$ cat src/rtl/audio_mix_pkg.sv
// Shared types, widths and helpers for the stereo mix scheduler and its MAC datapath.
package audio_mix_pkg;

    typedef enum logic [1:0] {
        ST_IDLE,
        ST_MAC,
        ST_DONE,
        ST_HOLD
    } state_e;

    typedef enum logic [1:0] {
        SRC_FM_L,
        SRC_FM_R,
        SRC_PSG,
        SRC_SMSFM
    } src_e;

    localparam int MIX_STEPS = 6;
    localparam int ACC_W     = 19;
    localparam int SAMPLE_W  = 16;
    localparam int STEP_W    = 3;

    localparam logic signed [ACC_W-1:0] SAT_MAX = 19'sd32767;
    localparam logic signed [ACC_W-1:0] SAT_MIN = -19'sd32768;

    // Step order: fm_l->L, fm_r->R, psg->L, psg->R, smsfm->L, smsfm->R.
    function automatic src_e step_src(input logic [STEP_W-1:0] step);
        src_e src;
        case (step)
            3'd0:       src = SRC_FM_L;
            3'd1:       src = SRC_FM_R;
            3'd2, 3'd3: src = SRC_PSG;
            default:    src = SRC_SMSFM;
        endcase
        return src;
    endfunction

    // Odd steps feed the right channel.
    function automatic logic step_is_r(input logic [STEP_W-1:0] step);
        return step[0];
    endfunction

    // Gain index: 0 = fm, 1 = psg, 2 = smsfm.
    function automatic logic [1:0] step_gain(input logic [STEP_W-1:0] step);
        return step[2:1];
    endfunction

    function automatic logic signed [SAMPLE_W-1:0] sat_s16(input logic signed [ACC_W-1:0] a);
        logic signed [SAMPLE_W-1:0] r;
        if (a > SAT_MAX)
            r = 16'sh7FFF;
        else if (a < SAT_MIN)
            r = 16'sh8000;
        else
            r = a[SAMPLE_W-1:0];
        return r;
    endfunction

endpackage

$ cat src/rtl/mix_mac.sv
// Single shared gain multiplier with Q1.7 rescale and left/right accumulators.
module mix_mac
    import audio_mix_pkg::*;
#(
    parameter int GW = 8
) (
    input  logic                       clk,
    input  logic                       i_reset_n,
    input  logic                       i_clear,
    input  logic                       i_en,
    input  logic [STEP_W-1:0]          i_step,
    input  logic signed [SAMPLE_W-1:0] i_fm_l,
    input  logic signed [SAMPLE_W-1:0] i_fm_r,
    input  logic signed [SAMPLE_W-1:0] i_psg,
    input  logic signed [SAMPLE_W-1:0] i_smsfm,
    input  logic [GW-1:0]              i_gain_fm,
    input  logic [GW-1:0]              i_gain_psg,
    input  logic [GW-1:0]              i_gain_smsfm,
    output logic signed [ACC_W-1:0]    o_acc_l,
    output logic signed [ACC_W-1:0]    o_acc_r
);

    localparam int PROD_W = SAMPLE_W + GW + 1;

    logic signed [SAMPLE_W-1:0] w_sample;
    logic [GW-1:0]              w_gain;
    logic signed [PROD_W-1:0]   w_prod;
    logic signed [ACC_W-1:0]    w_addend;
    logic signed [ACC_W-1:0]    r_acc_l;
    logic signed [ACC_W-1:0]    r_acc_r;

    always_comb begin
        w_sample = i_fm_l;
        case (step_src(i_step))
            SRC_FM_L:  w_sample = i_fm_l;
            SRC_FM_R:  w_sample = i_fm_r;
            SRC_PSG:   w_sample = i_psg;
            SRC_SMSFM: w_sample = i_smsfm;
            default:   w_sample = i_fm_l;
        endcase

        w_gain = i_gain_fm;
        case (step_gain(i_step))
            2'd0:    w_gain = i_gain_fm;
            2'd1:    w_gain = i_gain_psg;
            default: w_gain = i_gain_smsfm;
        endcase

        // Gain is unsigned; a zero MSB keeps it positive in the signed product.
        w_prod   = PROD_W'(w_sample) * PROD_W'($signed({1'b0, w_gain}));
        w_addend = ACC_W'(w_prod >>> 7);
    end

    always_ff @(posedge clk) begin
        if (!i_reset_n) begin
            r_acc_l <= '0;
            r_acc_r <= '0;
        end else if (i_clear) begin
            r_acc_l <= '0;
            r_acc_r <= '0;
        end else if (i_en) begin
            if (step_is_r(i_step))
                r_acc_r <= r_acc_r + w_addend;
            else
                r_acc_l <= r_acc_l + w_addend;
        end
    end

    assign o_acc_l = r_acc_l;
    assign o_acc_r = r_acc_r;

endmodule

$ cat src/rtl/audio_mix_sched.sv
// Frame-tick driven stereo mix scheduler: holds latest source samples, runs six
// shared-multiplier products per frame and hands a saturated sample downstream.
//
// state | meaning
// IDLE  | waiting for frame_tick
// MAC   | one product per cycle, steps 0..5
// DONE  | saturate/mute accumulators into output registers
// HOLD  | out_valid high until out_ready
module audio_mix_sched
    import audio_mix_pkg::*;
#(
    parameter int GW = 8
) (
    input  logic                       clk,
    input  logic                       reset_n,
    input  logic                       mute,
    input  logic                       fm_l_stb,
    input  logic                       fm_r_stb,
    input  logic                       psg_stb,
    input  logic                       smsfm_stb,
    input  logic signed [SAMPLE_W-1:0] fm_l_in,
    input  logic signed [SAMPLE_W-1:0] fm_r_in,
    input  logic signed [SAMPLE_W-1:0] psg_in,
    input  logic signed [SAMPLE_W-1:0] smsfm_in,
    input  logic [GW-1:0]              gain_fm,
    input  logic [GW-1:0]              gain_psg,
    input  logic [GW-1:0]              gain_smsfm,
    input  logic                       frame_tick,
    output logic                       out_valid,
    input  logic                       out_ready,
    output logic signed [SAMPLE_W-1:0] out_l,
    output logic signed [SAMPLE_W-1:0] out_r,
    output logic                       busy,
    output logic [7:0]                 drop_cnt
);

    state_e r_state;
    state_e w_state_nxt;
    logic   w_accept;
    logic   w_mac_en;

    logic [STEP_W-1:0]          r_step;
    logic signed [SAMPLE_W-1:0] r_hold_fm_l, r_hold_fm_r, r_hold_psg, r_hold_smsfm;
    logic signed [SAMPLE_W-1:0] r_work_fm_l, r_work_fm_r, r_work_psg, r_work_smsfm;
    logic [GW-1:0]              r_work_gain_fm, r_work_gain_psg, r_work_gain_smsfm;
    logic signed [SAMPLE_W-1:0] r_out_l, r_out_r;
    logic                       r_out_valid;
    logic [7:0]                 r_drop_cnt;
    logic signed [ACC_W-1:0]    w_acc_l, w_acc_r;

    always_comb begin
        w_state_nxt = r_state;
        w_mac_en    = 1'b0;
        w_accept    = frame_tick &&
                      ((r_state == ST_IDLE) || ((r_state == ST_HOLD) && out_ready));
        case (r_state)
            ST_IDLE: begin
                if (w_accept)
                    w_state_nxt = ST_MAC;
            end
            ST_MAC: begin
                w_mac_en = 1'b1;
                if (r_step == STEP_W'(MIX_STEPS - 1))
                    w_state_nxt = ST_DONE;
            end
            ST_DONE: w_state_nxt = ST_HOLD;
            ST_HOLD: begin
                if (out_ready)
                    w_state_nxt = w_accept ? ST_MAC : ST_IDLE;
            end
            default: w_state_nxt = ST_IDLE;
        endcase
    end

    always_ff @(posedge clk) begin
        if (!reset_n) begin
            r_state           <= ST_IDLE;
            r_step            <= '0;
            r_hold_fm_l       <= '0;
            r_hold_fm_r       <= '0;
            r_hold_psg        <= '0;
            r_hold_smsfm      <= '0;
            r_work_fm_l       <= '0;
            r_work_fm_r       <= '0;
            r_work_psg        <= '0;
            r_work_smsfm      <= '0;
            r_work_gain_fm    <= '0;
            r_work_gain_psg   <= '0;
            r_work_gain_smsfm <= '0;
            r_out_l           <= '0;
            r_out_r           <= '0;
            r_out_valid       <= 1'b0;
            r_drop_cnt        <= '0;
        end else begin
            r_state <= w_state_nxt;

            if (fm_l_stb)  r_hold_fm_l  <= fm_l_in;
            if (fm_r_stb)  r_hold_fm_r  <= fm_r_in;
            if (psg_stb)   r_hold_psg   <= psg_in;
            if (smsfm_stb) r_hold_smsfm <= smsfm_in;

            // Snapshot reads the holding registers before any same-edge strobe lands.
            if (w_accept) begin
                r_work_fm_l       <= r_hold_fm_l;
                r_work_fm_r       <= r_hold_fm_r;
                r_work_psg        <= r_hold_psg;
                r_work_smsfm      <= r_hold_smsfm;
                r_work_gain_fm    <= gain_fm;
                r_work_gain_psg   <= gain_psg;
                r_work_gain_smsfm <= gain_smsfm;
                r_step            <= '0;
            end else if (w_mac_en) begin
                r_step <= r_step + 1'b1;
            end

            if (r_state == ST_DONE) begin
                r_out_l     <= mute ? '0 : sat_s16(w_acc_l);
                r_out_r     <= mute ? '0 : sat_s16(w_acc_r);
                r_out_valid <= 1'b1;
            end else if ((r_state == ST_HOLD) && out_ready) begin
                r_out_valid <= 1'b0;
            end

            if (frame_tick && !w_accept && (r_drop_cnt != 8'hFF))
                r_drop_cnt <= r_drop_cnt + 1'b1;
        end
    end

    mix_mac #(.GW(GW)) u_mix_mac (
        .clk          (clk),
        .i_reset_n    (reset_n),
        .i_clear      (w_accept),
        .i_en         (w_mac_en),
        .i_step       (r_step),
        .i_fm_l       (r_work_fm_l),
        .i_fm_r       (r_work_fm_r),
        .i_psg        (r_work_psg),
        .i_smsfm      (r_work_smsfm),
        .i_gain_fm    (r_work_gain_fm),
        .i_gain_psg   (r_work_gain_psg),
        .i_gain_smsfm (r_work_gain_smsfm),
        .o_acc_l      (w_acc_l),
        .o_acc_r      (w_acc_r)
    );

    assign out_l     = r_out_l;
    assign out_r     = r_out_r;
    assign out_valid = r_out_valid;
    assign busy      = (r_state != ST_IDLE);
    assign drop_cnt  = r_drop_cnt;

endmodule

$ cat config.mk
export PLATFORM = sky130hd
export DESIGN_NAME = audio_mix_sched
export DESIGN_NICKNAME = d
export VERILOG_FILES = /design/src/rtl/audio_mix_pkg.sv /design/src/rtl/mix_mac.sv /design/src/rtl/audio_mix_sched.sv
export SDC_FILE = /design/constraint.sdc
export NUM_CORES = 1
export LEC_CHECK = 0
export ABC_AREA = 1
export CORE_MARGIN = 2
export CORE_UTILIZATION = 35
export DETAILED_ROUTE_END_ITERATION = 10
export PLACE_DENSITY_LB_ADDON = 0.05
export SYNTH_ARGS = -nofsm -noshare
export SYNTH_HDL_FRONTEND = slang
export SYNTH_HIERARCHICAL = 1
export SYNTH_SLANG_ARGS = --single-unit
export TNS_END_PERCENT = 50
$ cat constraint.sdc
create_clock -name clk -period 9.5 [get_ports clk]
set_input_delay 0.95 -clock clk [delete_from_list [all_inputs] [get_ports clk]]
set_output_delay 0.95 -clock clk [all_outputs]
set_load 0.02 [all_outputs]
==> results of run 1 <==
## per-stage QoR
stage	setup slack (ps)	total power [mW]	cells
after global routing	169	6.69	2912
after floorplan	2570	3.95	2202
final	936	6.07	2912
after detailed placement	959	5.04	2862
after CTS	914	6.13	2912
after global placement	933	5.04	2862
## kinds of logic (layout without fill, tap and decap cells)
family | Yosys count | count (layout) | share of synthesized area, %
AO/OA/AOI/OAI | 412 | 412 | 14.0
adder cells (fa/ha/maj) | 196 | 196 | 20.2
XOR/XNOR | 48 | 48 | 2.65
buffers and inverters | 381 | 499 | 9.41
flip-flops | 236 | 236 | 29.8
AND/OR/NAND/NOR | 929 | 929 | 23.9
## synth_stat cells, drive strengths merged, types with 11 or more instances
master and n:
nand2 350, o21ai 237, or2 11, inv 302, ha 95, a21oi 128, nand3 61, xnor2 17
fa 101, nor3 11, buf 20, nor2 483, dfxtp 236, xor2 31, clkbuf 57
## critical path: cells and delay by family, from the launching register on
| family | cells | cell delay [ps] |
|---|---|---|
| fa+ha+maj | 6 | 2770 |
| simple gates | 15 | 2680 |
| compound gates | 2 | 1090 |
| flops | 1 | 870 |
| buf+inv | 8 | 860 |
| xor+xnor | 1 | 210 |
## metal layers
layer  track usage, %  vias up
li1                 -     7145
met1             29.4     6602
met2             32.3      290
met3             2.42       56
met4             4.41        0
met5                0        -
## state kept, by name (all words and copies together) (netlist names)
signal and count:
drop_cnt 8, out_l 16, out_r 16, out_valid 1
r_hold_fm_l 16, r_hold_fm_r 16, r_hold_psg 16, r_hold_smsfm 16
r_state 2, r_step 3, r_work_fm_l 16, r_work_fm_r 16
r_work_gain_fm 8, r_work_gain_psg 8, r_work_gain_smsfm 8, r_work_psg 16
r_work_smsfm 16, u_mix_mac/o_acc_l 19, u_mix_mac/o_acc_r 19
## timing repair
| item | 4_1_cts | 5_1_grt |
|---|---|---|
| gates resized for setup | 0 | 1 |
| endpoints found under the hold margin | 0 | 0 |
| hold buffers | 0 | 0 |
| endpoints found under the setup margin | 0 | 1 |
## how the worst max path moves through the flow
stage	startpoint	endpoint	cells past startpoint
2_1_floorplan	r_step[2]	u_mix_mac/o_acc_r[18]	37
3_3_place_gp	r_step[2]	u_mix_mac/o_acc_r[18]	32
3_5_place_dp	r_step[2]	u_mix_mac/o_acc_r[18]	36
4_1_cts	r_step[2]	u_mix_mac/o_acc_r[18]	36
5_1_grt	r_step[2]	u_mix_mac/o_acc_r[18]	32
6_report	r_step[2]	u_mix_mac/o_acc_r[18]	32
## cell type report
type | count | area share, %
Inverter | 304 | 6.15
Tap cell | 592 | 3.99
Sequential cell | 236 | 25.4
Multi-Input combinational cell | 1585 | 51.9
Timing Repair Buffer | 145 | 7.70
Clock inverter | 12 | 0.438
Clock buffer | 38 | 4.41
## power breakdown
part	total, mW	switching [mW]	internal (mW)	leakage [nW]
Sequential	1.32	0.157	1.16	1.94
Combinational	3.71	2.49	1.22	6.33
Clock	1.05	0.441	0.605	0.459
Total	6.07	3.09	2.98	8.73
==> results by group, run 1 <==
Floorplan
  • Core Box Area: 44,500 sq um
  • Die Wd: 217 um
  • Initial Utilization: 35.6%
  • Die Ht: 217 um
  • Core Rows: 77
  • # IOs: around 140
  • Total die area: approximately 47,000 sq um

Yosys
  • Post-synth cell types: 53
  • Flops & latches, synth: 236
  • EDFF count, synth: 0
  • Gate Count Post-Synth: 2,202
  • Post-synthesis sequential area ratio: 29.8%
  • Predominant post-synthesis flop cell: dfxtp_1
  • Syn Nets: 2,495
  • Synth async-reset ratio: 0%
  • Synthesis Warnings: 6
  • Ranking of synthesized cells by area: dfxtp_1, fa_1, nor2_1, nand2_1, ha_1
  • Mean post-synth cell area: 7.20 sq um
  • Post-Syn Area: 15,900 sq um
  • Top cell type's share of synthesized area: 29.8%
  • Synth area leader: dfxtp_1

Cells and area
  • Final Util: a little over two fifths
  • Most frequent cells in the layout: nor2_1, nand2_1, inv_1
  • # nets final: 2,594
  • Sequential cell area: 4720 sq um
  • Final Cell Area: about 19,000 sq um
  • Commonest non-fill, non-tap cell in the layout: nor2_1
  • Fill cell count: between 4,000 and 5,000
  • Syn-to-layout area delta: 17.2%
  • Footprint of the multi-input gates: 9650 sq um
  • Number of antenna diodes: 0
  • Layout cells sized above 1: around 4.4%

Global route
  • First-pass GRT wire length: 76,500 um
  • Largest net degree at the start of global routing: 95
  • Total track usage: around a fifth
  • Total grt overflow: 0
  • Initial antenna violation count: 0
  • Vias in the first global route: 14,000

Setup path
  • Slowest cell on crit path: dfxtp_1
  • FF-to-FF path depth: 32
  • Crit-path max cell delay: between 800 and 900 ps
  • Maximum fanout along the worst path: 22
  • WS Path Type: reg -> reg
  • CP arrival: 9090 ps
  • Reg2reg start: r_step[2]
  • Critical path endpoint category: register
  • Critical Path RT: 10,020 ps
  • Reg-to-Reg End: u_mix_mac/o_acc_r[18]
  • Reg2reg setup slack: 940 ps
  • Most used cell, CP: inv_1
  • CP Launch Type: register

Detailed routing
  • Detail Route Antenna Nets: 0
  • Met2 WL: roughly 20,000 um
  • Met1 Routed Length: approximately 24,000 um
  • Met3 routed WL: 1860 um
  • WL final: approximately 47,000 um
  • Routed len/inst: 16.1 um
  • Max layer used: met4
  • Vias post-DR: about 14,000
  • DRT iter0 DRCs: between 800 and 900
  • Drt first pass iters: 5
  • Via/cell ratio: 4.84
  • Drt drc: 0

CTS
  • Num CTS Buffers: 29
  • CTS clk-pin slew, worst paths: 60 ps
  • Clk_lat worst skew: 580 ps
  • TritonCTS clock tree: built
  • Setup bufs post-CTS: 0
  • Clk buf depth: 3
  • H-tree depth: 1
  • Root Buffer: clkbuf_16
  • Clock Sinks: approximately 240

Hold path
  • Worst hold endpoint: out_r[3]
  • Min-delay worst type: reg -> reg
  • Hold Path Stages: 2
  • Hold Crit Start: out_r[3]

Placed design
  • Final HPWL DP: 37,200 um
  • Placer Congestion: 0.904
  • Port Buf Inserts: between 100 and 150
  • Post-DP Area: approximately 18,000 sq um

Power and ir drop
  • Maximum vdd drop: 155 uV
  • PD cells: about 330 nW/um^2
  • Leak: 8.73 nW

Timing
  • Measured slew at the worst slew-check pin: 1020 ps
  • Final setup vio count: 0
  • Post-layout min period: 8560 ps
  • RSZ-0062 raised after global routing: false
  • Final Hold Vio Count: 0
  • Clk_skew: ~22 ps
  • Final period utilization: between 90% and 100%
  • Max-slew violations: 0
  • FMAX: around 120 MHz
  • Slew headroom: between 30% and 40%
  • Setup TNS: 0 ps
  • Hold_ws: 461 ps

Outcome
  • Outcome: completed

Run
  • Max_cap viols: 0
Power figures use the tool's default switching activity.
==> inputs of run 2 (changes only) <==
--- a/config.mk
+++ b/config.mk
@@ -5,7 +5,8 @@
 export SDC_FILE = /design/constraint.sdc
 export NUM_CORES = 1
 export LEC_CHECK = 0
-export ABC_AREA = 1
+export ABC_AREA = 0
+export CAP_MARGIN = 20
 export CORE_MARGIN = 2
 export CORE_UTILIZATION = 35
 export DETAILED_ROUTE_END_ITERATION = 10
==> run 2 against run 1 <==
Non-clock buffer count rose by 16. First-iteration DRC count fell by 38%. Core utilization rose by 0.26 points. Setup slack got worse by 220 ps. Worst hold slack got worse by 12 ps. Critical path type unchanged. Largest cell class unchanged.
==> results by group, run 2 <==
Cells and area
  • Fill cell count: 4,418 (was 4,784)
  • Most frequent cells in the layout: nand2_1, dfxtp_1, a21oi_1 (was nor2_1, nand2_1, inv_1)
  • Final Util: 42.0% (was 41.8%)
  • Layout cells sized above 1: 4.48% (was 4.40%)
  • Number of antenna diodes: 0 (unchanged)
  • Final Cell Area: 18,000 sq um (was 18,600 sq um)
  • Syn-to-layout area delta: 19.1% (was 17.2%)
  • # nets final: 2,240 (was 2,594)
  • Commonest non-fill, non-tap cell in the layout: nand2_1 (was nor2_1)
  • Non-Filler Instances: 2,550 (was 2,912)

Outcome
  • Outcome: completed (unchanged)

Timing
  • Final period utilization: 92.4% (was 90.1%)
  • Final setup vio count: 0 (unchanged)
  • Measured slew at the worst slew-check pin: 1070 ps (was 1020 ps)
  • Max-slew violations: 0 (unchanged)
  • Hold_ws: 449 ps (was 461 ps)
  • RSZ-0062 raised after global routing: false (unchanged)
  • FMAX: 114 MHz (was 117 MHz)
  • Post-layout min period: 8780 ps (was 8560 ps)
  • Setup TNS: 0 ps (unchanged)
  • Slew headroom: 28.7% (was 31.7%)
  • Clk_skew: 17.5 ps (was 22.0 ps)
  • Final Hold Vio Count: 0 (unchanged)

Yosys
  • Flops & latches, synth: 236 (unchanged)
  • Post-synthesis sequential area ratio: 31.2% (was 29.8%)
  • Predominant post-synthesis flop cell: dfxtp_1 (unchanged)
  • Synthesis Warnings: 6 (unchanged)
  • Syn Nets: 2,135 (was 2,495)
  • Xor/xnor share of the synthesized area: 3.44% (was 2.65%)
  • Synth Area in Compound Gates: 13.4% (was 14.0%)
  • Post-Syn Area: 15,100 sq um (was 15,900 sq um)
  • Synth area leader: dfxtp_1 (unchanged)
  • Gate Count Post-Synth: 1,842 (was 2,202)
  • Largest family of logic cells by synthesized area: adder cells (was simple AND/OR/NAND/NOR gates)
  • Post-synth cell types: 66 (was 53)
  • Synth async-reset ratio: 0% (unchanged)
  • Synth Area in Simple Gates: 19.0% (was 23.9%)
  • Top-count cell post-synth: nand2_1 (was nor2_1)
  • Ranking of synthesized cells by area: dfxtp_1, fa_1, nand2_1, ha_1, a21oi_1 (was dfxtp_1, fa_1, nor2_1, nand2_1, ha_1)
  • Post-Synth Adder-Cell Area: 21.2% (was 20.2%)
  • Proportion of synthesized area in mux cells: 5.18% (was 0%)
  • EDFF count, synth: 0 (unchanged)
  • Mean post-synth cell area: 8.21 sq um (was 7.20 sq um)
  • Top cell type's share of synthesized area: 31.2% (was 29.8%)
  • Commonest cells post-synth: nand2_1, dfxtp_1, a21oi_1 (was nor2_1, nand2_1, inv_1)

Global route
  • Vias in the first global route: 12,200 (was 14,000)
  • Initial antenna violation count: 0 (unchanged)
  • First-pass GRT wire length: 67,000 um (was 76,500 um)
  • Largest net degree at the start of global routing: 140 (was 95)
  • Total track usage: 18.9% (was 20.3%)
  • Total grt overflow: 0 (unchanged)

Setup path
  • Reg2reg start: r_step[0] (was r_step[2])
  • CP startpoint: r_step[0] (was r_step[2])
  • Maximum fanout along the worst path: 24 (was 22)
  • Reg-to-Reg End: u_mix_mac/o_acc_r[18] (unchanged)
  • Slowest cell on crit path: dfxtp_2 (was dfxtp_1)
  • WS Path Type: reg -> reg (unchanged)
  • Critical Path RT: 9990 ps (was 10,020 ps)
  • CP arrival: 9270 ps (was 9090 ps)
  • Critical path endpoint category: register (unchanged)
  • CP Launch Type: register (unchanged)
  • FF-to-FF path depth: 29 (was 32)
  • Reg2reg setup slack: 720 ps (was 940 ps)
  • Crit-path max cell delay: 580 ps (was 870 ps)

Detailed routing
  • Vias post-DR: 12,300 (was 14,100)
  • Drt first pass iters: 5 (unchanged)
  • DRT iter0 DRCs: 523 (was 839)
  • Via/cell ratio: 4.82 (was 4.84)
  • WL final: 41,800 um (was 46,800 um)
  • Detail Route Antenna Nets: 0 (unchanged)
  • Drt drc: 0 (unchanged)
  • Routed len/inst: 16.4 um (was 16.1 um)

Power and ir drop
  • Leak: 7.72 nW (was 8.73 nW)
  • Maximum vdd drop: 128 uV (was 155 uV)
  • PD cells: 242 nW/um^2 (was 327 nW/um^2)

CTS
  • Clk_lat worst skew: 580 ps (about the same)
  • # hold bufs at CTS: 0 (unchanged)
  • Num CTS Buffers: 29 (unchanged)
  • CTS clk-pin slew, worst paths: 60 ps (about the same)
  • H-tree depth: 1 (unchanged)
  • Root Buffer: clkbuf_16 (unchanged)
  • TritonCTS clock tree: built (unchanged)
  • Clock Sinks: 236 (unchanged)
  • Clk buf depth: 3 (unchanged)

Floorplan
  • Core Box Area: 42,900 sq um (was 44,500 sq um)
  • Die Wd: 212 um (was 217 um)
  • Die Ht: 212 um (was 217 um)
  • Core Rows: 76 (was 77)
  • Total die area: 44,900 sq um (was 47,000 sq um)
  • Initial Utilization: 35.3% (was 35.6%)
  • # IOs: 139 (unchanged)

Placed design
  • Post-DP Area: 17,100 sq um (was 17,700 sq um)
  • Port Buf Inserts: 138 (unchanged)
  • Final HPWL DP: 32,200 um (was 37,200 um)
  • Placer Congestion: 0.853 (was 0.904)
  • Cell Count Post-Placement: 2,498 (was 2,862)

Hold path
  • Min-delay worst type: reg -> reg (unchanged)
  • Hold Crit Start: r_hold_fm_r[12] (was out_r[3])
  • Worst hold endpoint: r_work_fm_r[12] (was out_r[3])
  • Hold Path Stages: 2 (unchanged)

Run
  • Max_cap viols: 0 (unchanged)
## run 2: cell count changes after synthesis, sizes merged, moves of 19 or more
cell    delta
a211oi    +19
a21oi     +84
inv      -138
mux2i     +76
nand2     -32
nand2b    +41
nand3     -35
nor2     -292
nor3      +20
o21ai    -181
or3       +19
xnor2     +20
## run 2: layer usage
| layer | GRT usage (%) | routed length [um] | vias to the layer above | share of wire (%) |
|---|---|---|---|---|
| met5 | 0 | 0 | - | 0 |
| met1 | 25.0 | 19400 | 5775 | 46 |
| li1 | - | - | 6271 | - |
| met4 | 5.76 | 1260 | 0 | 3.0 |
| met3 | 2.17 | 1120 | 57 | 2.7 |
| met2 | 32.4 | 20000 | 179 | 48 |
## run 2: final cells by class
cell class	instances	area, sq um	area share, %
multi-input cells	1353	9420	52.3
flip-flops and latches	236	4730	26.2
repair buffers	161	1570	8.73
clock buffers	44	872	4.84
well taps	585	732	4.06
inverters	166	628	3.49
clock inverters	5	67.6	0.375
## run 2: through the flow
step | total power, mW | setup WS [ps]
finish | 4.36 | 720
global route | 4.73 | 40.4
CTS | 4.42 | 530
detailed placement | 3.31 | 539
global placement | 3.29 | 786
floorplan | 2.70 | 1690
## run 2: repair_timing
| item | in CTS | in global routing |
|---|---|---|
| gates resized for setup | 0 | 1 |
| hold endpoints to repair | 0 | 0 |
| endpoints found under the setup margin | 0 | 1 |
| setup buffers | 0 | 0 |
## run 2: logic make-up (layout without fill, tap and decap cells)
logic type,after synthesis,in the layout
AOI/OAI and AO/OA,352,352
xor gates and xnor gates,57,57
adders and majority gates,196,196
buffers and inverters,253,376
DFF,236,236
muxes,78,78
and+or+nand+nor,670,670
## run 2: worst max-delay path by stage
stage | to | slack, ps | depth (start not counted)
floorplan | u_mix_mac/o_acc_r[18] | 1690 | 33
global placement | u_mix_mac/o_acc_r[18] | 790 | 29
detailed placement | u_mix_mac/o_acc_r[18] | 540 | 29
CTS | u_mix_mac/o_acc_r[18] | 530 | 29
global route | u_mix_mac/o_acc_r[18] | 40 | 31
finish | u_mix_mac/o_acc_r[18] | 720 | 29
## run 2: power breakdown
part	switching (mW)	internal (mW)	leakage (nW)
registers	0.0708	1.08	1.92
logic	1.34	0.779	5.34
clock network	0.431	0.654	0.461
total	1.85	2.51	7.72
## run 2: critical path: cells and delay by family, from the launching register on
| kind | cells | cell delay, ps |
|---|---|---|
| AND/OR/NAND/NOR | 8 | 2130 |
| flip-flops | 1 | 580 |
| XOR/XNOR | 1 | 200 |
| AO/OA/AOI/OAI | 12 | 3260 |
| adder cells (fa/ha/maj) | 6 | 2350 |
| multiplexers | 1 | 130 |
| buffers and inverters | 1 | 50 |
